===== src/rtl/pipe_pkg.sv =====
// Shared types and constants for the elastic inter-stage pipeline registers.
// Default widths follow the CPU-wide data and instruction widths.
package pipe_pkg;

  localparam int PIPE_CPU_W = 64;
  localparam int PIPE_INS_W = 32;

  localparam int PIPE_DEPTH_MIN = 1;
  localparam int PIPE_DEPTH_MAX = 8;

  // Difftest sideband carried alongside every entry.
  typedef struct packed {
    logic [PIPE_CPU_W-1:0] pc;
    logic [PIPE_INS_W-1:0] ins;
  } pipe_sb_t;

  function automatic bit pipe_depth_legal(input int depth);
    return (depth >= PIPE_DEPTH_MIN) && (depth <= PIPE_DEPTH_MAX);
  endfunction

endpackage


===== src/rtl/pipe_ring_buf.sv =====
// Circular entry store with wrap-safe pointers and an occupancy count.
// Push/pop legality is the caller's job; clear empties the buffer.
module pipe_ring_buf
    import pipe_pkg::*;
#(
    parameter int W     = 8,
    parameter int DEPTH = 2,
    parameter int CNT_W = $clog2(DEPTH + 1)
) (
    input  logic             clk,
    input  logic             rst_n,
    input  logic             push,
    input  logic             pop,
    input  logic             clear,
    input  logic [W-1:0]     wr_data,
    output logic [W-1:0]     rd_data,
    output logic [CNT_W-1:0] count
);

    localparam int PTR_W = (DEPTH > 1) ? $clog2(DEPTH) : 1;

    logic [W-1:0]     mem [DEPTH];
    logic [PTR_W-1:0] wr_ptr;
    logic [PTR_W-1:0] rd_ptr;

    // Explicit wrap at DEPTH-1 so non-power-of-2 depths never index past the end.
    function automatic logic [PTR_W-1:0] ptr_inc(input logic [PTR_W-1:0] p);
        return (p == PTR_W'(DEPTH - 1)) ? '0 : p + 1'b1;
    endfunction

    always_ff @(posedge clk) begin
        if (!rst_n || clear) begin
            wr_ptr <= '0;
            rd_ptr <= '0;
            count  <= '0;
        end else begin
            if (push) wr_ptr <= ptr_inc(wr_ptr);
            if (pop)  rd_ptr <= ptr_inc(rd_ptr);
            if (push && !pop)      count <= count + 1'b1;
            else if (pop && !push) count <= count - 1'b1;
        end
    end

    always_ff @(posedge clk) begin
        if (push) mem[wr_ptr] <= wr_data;
    end

    assign rd_data = mem[rd_ptr];

    a_no_overflow: assert property (@(posedge clk) disable iff (!rst_n)
        count <= CNT_W'(DEPTH)) else $error("ring buffer count above depth");
    a_no_underflow: assert property (@(posedge clk) disable iff (!rst_n)
        !(pop && !push && count == '0)) else $error("ring buffer pop while empty");
    a_no_push_full: assert property (@(posedge clk) disable iff (!rst_n)
        !(push && !clear && count == CNT_W'(DEPTH))) else $error("ring buffer push while full");

endmodule


===== src/rtl/pipe_stage_elastic.sv =====
// Elastic pipeline register: DEPTH-entry buffer with registered in-ready,
// plus flush / stall / bubble controls and a difftest sideband.
module pipe_stage_elastic
    import pipe_pkg::*;
#(
    parameter int DATA_W = PIPE_CPU_W,
    parameter int PC_W   = PIPE_CPU_W,
    parameter int INS_W  = PIPE_INS_W,
    parameter int DEPTH  = 2,
    parameter int CNT_W  = $clog2(DEPTH + 1)
) (
    input  logic              i_clk,
    input  logic              i_rst_n,
    input  logic              valid_i,
    output logic              ready_o,
    input  logic [DATA_W-1:0] i_data,
    input  logic [PC_W-1:0]   s_i_pc,
    input  logic [INS_W-1:0]  s_i_ins,
    output logic              valid_o,
    input  logic              ready_i,
    output logic [DATA_W-1:0] o_data,
    output logic [PC_W-1:0]   s_o_pc,
    output logic [INS_W-1:0]  s_o_ins,
    input  logic              i_flush,
    input  logic              i_stall,
    input  logic              i_bubble,
    output logic [CNT_W-1:0]  o_count
);

    if (!pipe_depth_legal(DEPTH)) begin : g_depth_check
        $error("pipe_stage_elastic: DEPTH must be within 1..8");
    end

    typedef struct packed {
        logic [DATA_W-1:0] data;
        logic [PC_W-1:0]   pc;
        logic [INS_W-1:0]  ins;
    } entry_t;

    entry_t           wr_entry;
    entry_t           head;
    logic [CNT_W-1:0] count;
    logic             push;
    logic             pop;

    // Handshake: a transfer happens on a rising edge where valid and ready are
    // both high. ready_o looks only at the registered count and local controls,
    // never at ready_i; valid_o never looks at valid_i, so there is no bypass.
    assign ready_o = (count < CNT_W'(DEPTH)) && !i_bubble && !i_flush;
    assign valid_o = (count != '0) && !i_stall;
    assign push    = valid_i && ready_o;
    assign pop     = valid_o && ready_i;

    assign wr_entry = '{data: i_data, pc: s_i_pc, ins: s_i_ins};

    pipe_ring_buf #(
        .W     ($bits(entry_t)),
        .DEPTH (DEPTH),
        .CNT_W (CNT_W)
    ) u_ring_buf (
        .clk     (i_clk),
        .rst_n   (i_rst_n),
        .push    (push),
        .pop     (pop),
        .clear   (i_flush),
        .wr_data (wr_entry),
        .rd_data (head),
        .count   (count)
    );

    // Head fields read zero whenever nothing is being presented.
    assign o_data  = valid_o ? head.data : '0;
    assign s_o_pc  = valid_o ? head.pc   : '0;
    assign s_o_ins = valid_o ? head.ins  : '0;
    assign o_count = count;

    a_in_stable: assert property (@(posedge i_clk) disable iff (!i_rst_n)
        (valid_i && !ready_o && !i_flush) |=> $stable({i_data, s_i_pc, s_i_ins}))
        else $error("upstream payload changed while waiting for ready");

endmodule


===== config.mk =====
export PLATFORM = sky130hd
export DESIGN_NAME = pipe_stage_elastic
export DESIGN_NICKNAME = d
export VERILOG_FILES = /design/src/rtl/pipe_pkg.sv /design/src/rtl/pipe_ring_buf.sv /design/src/rtl/pipe_stage_elastic.sv
export SDC_FILE = /design/constraint.sdc
export NUM_CORES = 1
export LEC_CHECK = 0
export ABC_AREA = 1
export ABC_CLOCK_PERIOD_IN_PS = 9800
export BUFFER_PORTS_ARGS = -buffer_cell sky130_fd_sc_hd__buf_2
export CORE_MARGIN = 4
export CORE_UTILIZATION = 53
export DETAILED_ROUTE_END_ITERATION = 8
export PLACE_DENSITY = 0.85
export SYNTH_ARGS = -nofsm -noshare
export SYNTH_HDL_FRONTEND = slang
export SYNTH_SLANG_ARGS = --single-unit
export TNS_END_PERCENT = 50

===== constraint.sdc =====
create_clock -name i_clk -period 9.8 [get_ports i_clk]
set_input_delay 0.49 -clock i_clk [delete_from_list [all_inputs] [get_ports i_clk]]
set_output_delay 0.49 -clock i_clk [all_outputs]
set_load 0.005 [all_outputs]

# Word-level counts from Yosys, hierarchy flattened
# Memories as Yosys holds them, arrays and structs flattened. A register that Yosys moved wholly into a read port is not among the register bits.
# Index checks and enable logic that the tools add are counted.
# W data, S select, Z words.
# classes
add_sub_neg	4
magnitude_cmp	1
n_mux	11
n_reduce_logical	16
# ops
op	count
$mux W64	2
$mux W32	1
$logic_and A1 B1 Y1	7
$logic_not A1 Y1	6
$mux W1	6
$mux W2	2
$reduce_bool A2 Y1	2
$add A1 B1 Y1 const B	2
$add A2 B1 Y2 const B	1
$lt A2 B2 Y1 const B	1
$sub A2 B1 Y2 const B	1
$logic_or A1 B1 Y1	1
# totals
regBits	4
ram_bits	320
word_cells	36
mem_count	1
# mem_list
memory	depth	width	rd	rd_ports_with_merged_regs	write_ports	line_no	text
u_ring_buf.mem	2	160	1	1	1	pipe_ring_buf.sv:22	logic [W-1:0] mem [DEPTH];

# Logic depth before layout (Yosys ltp)
# Gate-level depths: netlist of the first run.
# logic_depth
depth_word	8
mapped_depth	10

# By module
# From an unflattened synthesis of the first run, not the netlist that was laid out.
# hier_totals
hier_cells	897
hier_area_um2	13867.0
# by_module_without_submodules
module	n_inst	cells_each	area_each_um2	seq_area_each_um2
pipe_ring_buf	1	532	12180.4	9709.3
pipe_stage_elastic	1	365	1686.6	0.0

# Least setup slack after synthesis of the first run
# OpenSTA, ideal clock, no wires.
# synth_timing
path_kind	input to register
startpoint	in i_bubble
endpoint	mem u_ring_buf.mem[0][0] (netlist bit), enable pin
t_arrival_ns	7.363
slack_ns	1.755
cell_stages	3
cell_sequence	nor2_1 nand3_1 nor2_1
# synth_between
elab_chain_len	6
# synth_rtl
item	line_no	text
start: declaration	pipe_stage_elastic.sv:26	input logic i_bubble,
$logic_not A1 Y1	pipe_stage_elastic.sv:49	assign ready_o = (count < CNT_W'(DEPTH)) && !i_bubble && !i_flush;
$logic_and A1 B1 Y1 (2 in series)	pipe_stage_elastic.sv:49	
$logic_and A1 B1 Y1	pipe_stage_elastic.sv:51	assign push = valid_i && ready_o;
$mux W1	pipe_ring_buf.sv:45	if (push) mem[wr_ptr] <= wr_data;
$mux W1 (implied by the code)	pipe_ring_buf.sv:45	
end: declaration	pipe_ring_buf.sv:22	
# No other way between the ends.

==> impl_metrics.ini, run 1 <==
[setup_path]
reg2reg_from = u_ring_buf.count[1]
crit_chain = buf_4, buf_4, nand2_1, o21ai_1, nand2_1, inv_1, buf_2
critPathSlowestCell = buf_4
crit_family = buffers and inverters
path_depth = 7
r2r_end = u_ring_buf.mem[1][81]
crit_arrival_ns = 3.91
slowest_delay_ns = 0.93
critPathCapture = s_o_pc[47]
path_max_fanout = 113
path_buf_inv = 4
ff2ff_setup_slack_ns = 7.10
critical_path_required_ns = 9.31
crit_type = flip-flop to output port
endpoint_kind = output port
rr_worst_depth = 4
start_kind = flip-flop

[global_routing]
track_usage_pct = 19.5
overflow = 0
first_global_vias = 9090
grt_start_max_net_pins = 161
grt_pass1_wl_um = 44100
antenna_found_initial = 10

[yosys]
synth_commonest_cells = nand2_1, inv_1, edfxtp_1
syn_area_mm2 = 0.0133
synth_seq_cells = 325
async_flop_share_pct = 0
synth_edf_count = 320
muxShareOfSynthArea_pct = 0
synth.distinct_cells = 18
yosysTopAreaCell = edfxtp_1
synth_cells = 1217
synth_flop_cell = edfxtp_1
syn_nets = 1385
synth_top_family_by_area = buffers and inverters
synthXorXnorAreaFrac_pct = 0
synth-compound-area-share_pct = 6.16
synth-simple-area-share_pct = 9.80
synth_top_area_share_pct = 72.0
avgSynthCellArea_um2 = 11.0
synth_fa_ha_area_share_pct = 0.0937
yosys_warnings = 0
synthTopCellsByArea = edfxtp_1, nand2_1, inv_1
ys_seq_area_share_pct = 72.7
synth.most_common_cell = nand2_1

[clock_tree]
cts_tree = done
clockBufferDepth = 3
cts-root-buf = clkbuf_16
cts_hold_buffers = 0
cts.repair.resized = 0
cts_max_level = 2
cts_made_buffers = 34
worstSkewPairLatency_ns = 0.50
cts.sink_count = 325
post_cts_buffers = 0
path_clk_slew_ns = 0.06

[timing]
setup_tns_ns = 0
period_minus_slack_ns = 4.40
slew_viol_final = 0
fin_worst_skew_ns = 0.0119
finalCritPeriodShare_pct = 44.9
worst_slew_pin_slew_ns = 1.04
timing.fmax_ghz = 0.227
setup_viol = 0
grt_setup_unrepaired = no
relSlewSlack_pct = 30.8
hold_viol = 0
worst_slack_ns = 5.40

[worst_hold_path]
whs_path_depth = 1
min_path_type = primary input to flip-flop

[power_and_ir_drop]
total_power_uw = 2910
p_leak_uw = 0.00803
ir_drop_v = 0.000169
power_density_mw_per_mm2 = 178

[run_status]
outcome = finished clean

[flow_run]
maxCapViolations = 0

[placement]
pre_cts_slack_ns = 5.90
port_buffers = 330
finalWeightedCongestion = 0.825
dp_hpwl_um = 18300

[final_layout]
area.sequential_mm2 = 0.00971
multi_input_area_mm2 = 0.00215
syn_to_final_growth_pct = 22.5
final_util_pct = 66.6
nets = 1705
drive_gt1_share_pct = 24.8
fill_cells = 1771

[routing]
drt_pass1_iterations = 5
drtAntennaViolNets = 0
drt-vias-per-instance = 4.81
via_count = 9107
drt-initial-drc-count = 787
remaining_drc_errors = 0
wirelength_um = 28200
route.detailed.wl_per_inst_um = 14.9

[die]
die_w_um = 167
rows = 57
die_h_um = 167
die-area_mm2 = 0.0278
design.core.area_mm2 = 0.0245
start_util_pct = 54.4
io-pin-count = 331
sequential cells by signal (all words and copies together), names as in the netlist, named ones only:
register / count
u_ring_buf.mem: 320
u_ring_buf.wr_ptr: 1
u_ring_buf.count: 2
u_ring_buf.rd_ptr: 1
layout make-up:
class | count | area share (%)
tap | 324 | 2.48
clock inverter | 14 | 0.696
multi-input combinational | 508 | 13.1
antenna | 6 | 0.0918
inverter | 332 | 7.65
sequential | 325 | 59.4
clock buffer | 47 | 6.08
timing repair buffer | 336 | 10.5
metal layers:
metal | GRT usage, % | part of all wire, % | vias to the layer above
li1 | - | - | 4458
met1 | 21.4 | 36 | 4232
met2 | 36.4 | 52 | 333
met3 | 5.07 | 7.7 | 76
met4 | 7.33 | 3.5 | 8
met5 | 0 | 0.19 | -
cells in the final DEF (no fill, tap or decap), types with 4 or more instances in the layout:
cell         n
nand2_1    332
buf_2      330
inv_1      329
edfxtp_1   320
o21ai_1    100
o21ai_0     60
clkbuf_16   37
clkinv_1     8
clkbuf_1     7
diode_2      6
nor2_1       5
buf_4        5
dfxtp_1      4
worst reg2reg max path: cells and delay by family (launching register included):
| family | cells | cell delay [ns] |
|---|---|---|
| buffers and inverters | 2 | 1.56 |
| flip-flops | 1 | 0.36 |
| AND/OR/NAND/NOR | 2 | 0.38 |
power breakdown:
part / internal, uW / leakage, uW / switching, uW
combinational: 45.0 / 0.00454 / 64.5
clock: 760 / 0.000543 / 483
sequential: 1550 / 0.00295 / 6.45
stage by stage:
step / area [um^2] / cells / hold slack (ns)
floorplan: 13300 / 1217 / 0.495
finish: 16400 / 1892 / 0.180
global placement: 15200 / 1825 / 0.495
detailed placement: 15200 / 1825 / 0.506
global route: 16400 / 1892 / 0.150
CTS: 16300 / 1886 / 0.153
worst min-delay path by stage:
stage                        start               endpoint  slack [ns]
4_1_cts                 s_i_pc[36]  u_ring_buf.mem[1][68]        0.15
3_3_place_gp   u_ring_buf.count[0]    u_ring_buf.count[0]        0.50
6_report                s_i_pc[36]  u_ring_buf.mem[1][68]        0.18
5_1_grt                 s_i_pc[36]  u_ring_buf.mem[1][68]        0.15
3_5_place_dp   u_ring_buf.count[0]    u_ring_buf.count[0]        0.51
2_1_floorplan  u_ring_buf.count[0]    u_ring_buf.count[0]        0.50
logic make-up after synthesis:
logic type,count (synthesis)
buffers and inverters,384
and+or+nand+nor,345
DFF,325
AOI/OAI and AO/OA,162
adders and majority gates,1
Note: power is estimated with default switching activity, not from simulation.
==> run 2, diff against run 1 <==
Settings changed: ABC_CLOCK_PERIOD_IN_PS 9800 to 4500.
Clock period 9.8 ns to 4.5 ns, I/O delays scaled along.
==> run 2 against run 1 <==
  * Combinational power increased to 3.4 times the previous value
  * Global-route usage increased by 4.8 points
  * Hold slack got worse by 0.099 ns
  * First-iteration DRC count increased by 29%
  * Register-to-register slack got worse by 5.0 ns
  * Via count increased by 14%
  * Total power increased by 130%
  * Critical endpoint is now s_o_pc[33]
==> impl_metrics.ini, run 2 (same netlist as run 1, synthesis figures left out) <==
[final_layout]
nets = 1866
regMostFlops = u_ring_buf.mem
stdcell_count = 2046
mostFrequentLayoutCell = nand2_1
reg.largest.list = u_ring_buf.mem (320), u_ring_buf.count (2)
largest_reg_flops = 320
drive_gt1_share_pct = 22.8
final_cell_mix = nand2_1, buf_2, inv_1
syn_to_final_growth_pct = 35.0

[global_routing]
grt_start_max_net_pins = 162
overflow = 0
track_usage_pct = 24.4
first_global_vias = 10800
grt_pass1_wl_um = 54500
antenna_found_initial = 3

[clock_tree]
path_clk_slew_ns = 0.06
cts.sink_count = 325
cts_max_level = 2
clockBufferDepth = 3
worstSkewPairLatency_ns = 0.49
cts_tree = done
cts_made_buffers = 34
post_cts_buffers = 0
cts.repair.resized = 0
cts-root-buf = clkbuf_16

[placement]
dp_cells = 1826
finalWeightedCongestion = 0.847
port_buffers = 330
dp_hpwl_um = 19000

[power_and_ir_drop]
seqPwrFrac_pct = 51.1
power_density_mw_per_mm2 = 369
switching_power_uw = 1310
p_int_uw = 5340
p_leak_uw = 0.00872
clkPwrFrac_pct = 43.3
ir_drop_v = 0.000350
comb_power_share_pct = 5.6
swShare_pct = 19.7

[flow_run]
maxCapViolations = 0

[die]
design.core.area_mm2 = 0.0245
die_h_um = 167
rows = 57
start_util_pct = 54.4
die_w_um = 167
io-pin-count = 331
die-area_mm2 = 0.0278

[setup_path]
crit_arrival_ns = 2.58
critical_path_required_ns = 4.28
path_max_fanout = 108
start_kind = flip-flop
crit_type = flip-flop to output port
reg2reg_from = u_ring_buf.count[1]
endpoint_kind = output port

[routing]
drt-initial-drc-count = 1019
drt-vias-per-instance = 5.08
remaining_drc_errors = 0
wirelength_um = 35300
drtAntennaViolNets = 0
route.detailed.wl_per_inst_um = 17.2
drt_pass1_iterations = 5
via_count = 10400

[timing]
setup_viol = 0
finalCritPeriodShare_pct = 62.4
grt_setup_unrepaired = no
slew_viol_final = 0
setup_tns_ns = 0
relSlewSlack_pct = 35.2
worst_slew_pin_slew_ns = 0.972
fin_worst_skew_ns = 0.00924
timing.fmax_ghz = 0.356
period_minus_slack_ns = 2.81
hold_viol = 0

[worst_hold_path]
min_path_type = primary input to flip-flop
min_from = i_rst_n

[run_status]
outcome = finished clean
-- run 2: worst max-delay path, cell delays in order, from the launching register on --
cell,delay [ns]
dfxtp_4,0.90
buf_12,0.44
nand2_1,0.18
o21ai_1,0.15
nand2_1,0.10
inv_1,0.08
buf_2,0.11
-- run 2: path summary, 6_finish.rpt --
kind | end | slack [ns] | cells after the start
min reg2reg | u_ring_buf.count[0] | 0.52 | 2
max reg2reg | u_ring_buf.mem[1][78] | 2.09 | 4
min | u_ring_buf.rd_ptr | 0.08 | 3
max | s_o_pc[33] | 1.69 | 6
-- run 2: cell type report --
cell class              instances  area (um^2)
diodes                          2         5.00
clock buffers                  39          891
clock inverters                19          251
fillers                      1491         6510
inverters                     332         1250
multi-input cells             508         2150
flip-flops and latches        325         9710
well taps                     324          405
repair buffers                497         3360
-- run 2: power by group through the flow --
| stage | Clock, uW | Combinational (uW) | Sequential, uW |
|---|---|---|---|
| floorplan | 0 | 98.0 | 3460 |
| global placement | 0 | 232 | 3460 |
| detailed placement | 0 | 245 | 3460 |
| CTS | 2910 | 359 | 3400 |
| global route | 3070 | 404 | 3400 |
| finish | 2880 | 373 | 3400 |
-- run 2: through the flow --
step	hold WS (ns)	setup WS, ns	utilization, %	power (uW)	area (um^2)
floorplan	0.324	0.302	-	3560	13400
global placement	0.412	2.12	62.3	3690	15300
detailed placement	0.416	2.10	62.3	3700	15300
CTS	0.0508	1.74	73.4	6660	18000
global route	0.0808	1.54	73.5	6870	18000
finish	0.0815	1.69	73.5	6650	18000
-- run 2: layer usage --
| layer | routed length [um] | part of all wire (%) | track usage (%) | vias to the layer above |
|---|---|---|---|---|
| met5 | 7 | 0.020 | 0 | - |
| met4 | 1870 | 5.3 | 12.6 | 2 |
| met3 | 2230 | 6.3 | 4.53 | 154 |
| met2 | 19000 | 54 | 45.0 | 550 |
| met1 | 12200 | 35 | 26.6 | 4921 |
| li1 | - | - | - | 4773 |
-- run 2: timing repair --
item / in CTS / in global routing
hold buffers: 160 / 0
endpoints found under the setup margin: 0 / 0
hold endpoints to repair: 320 / 0
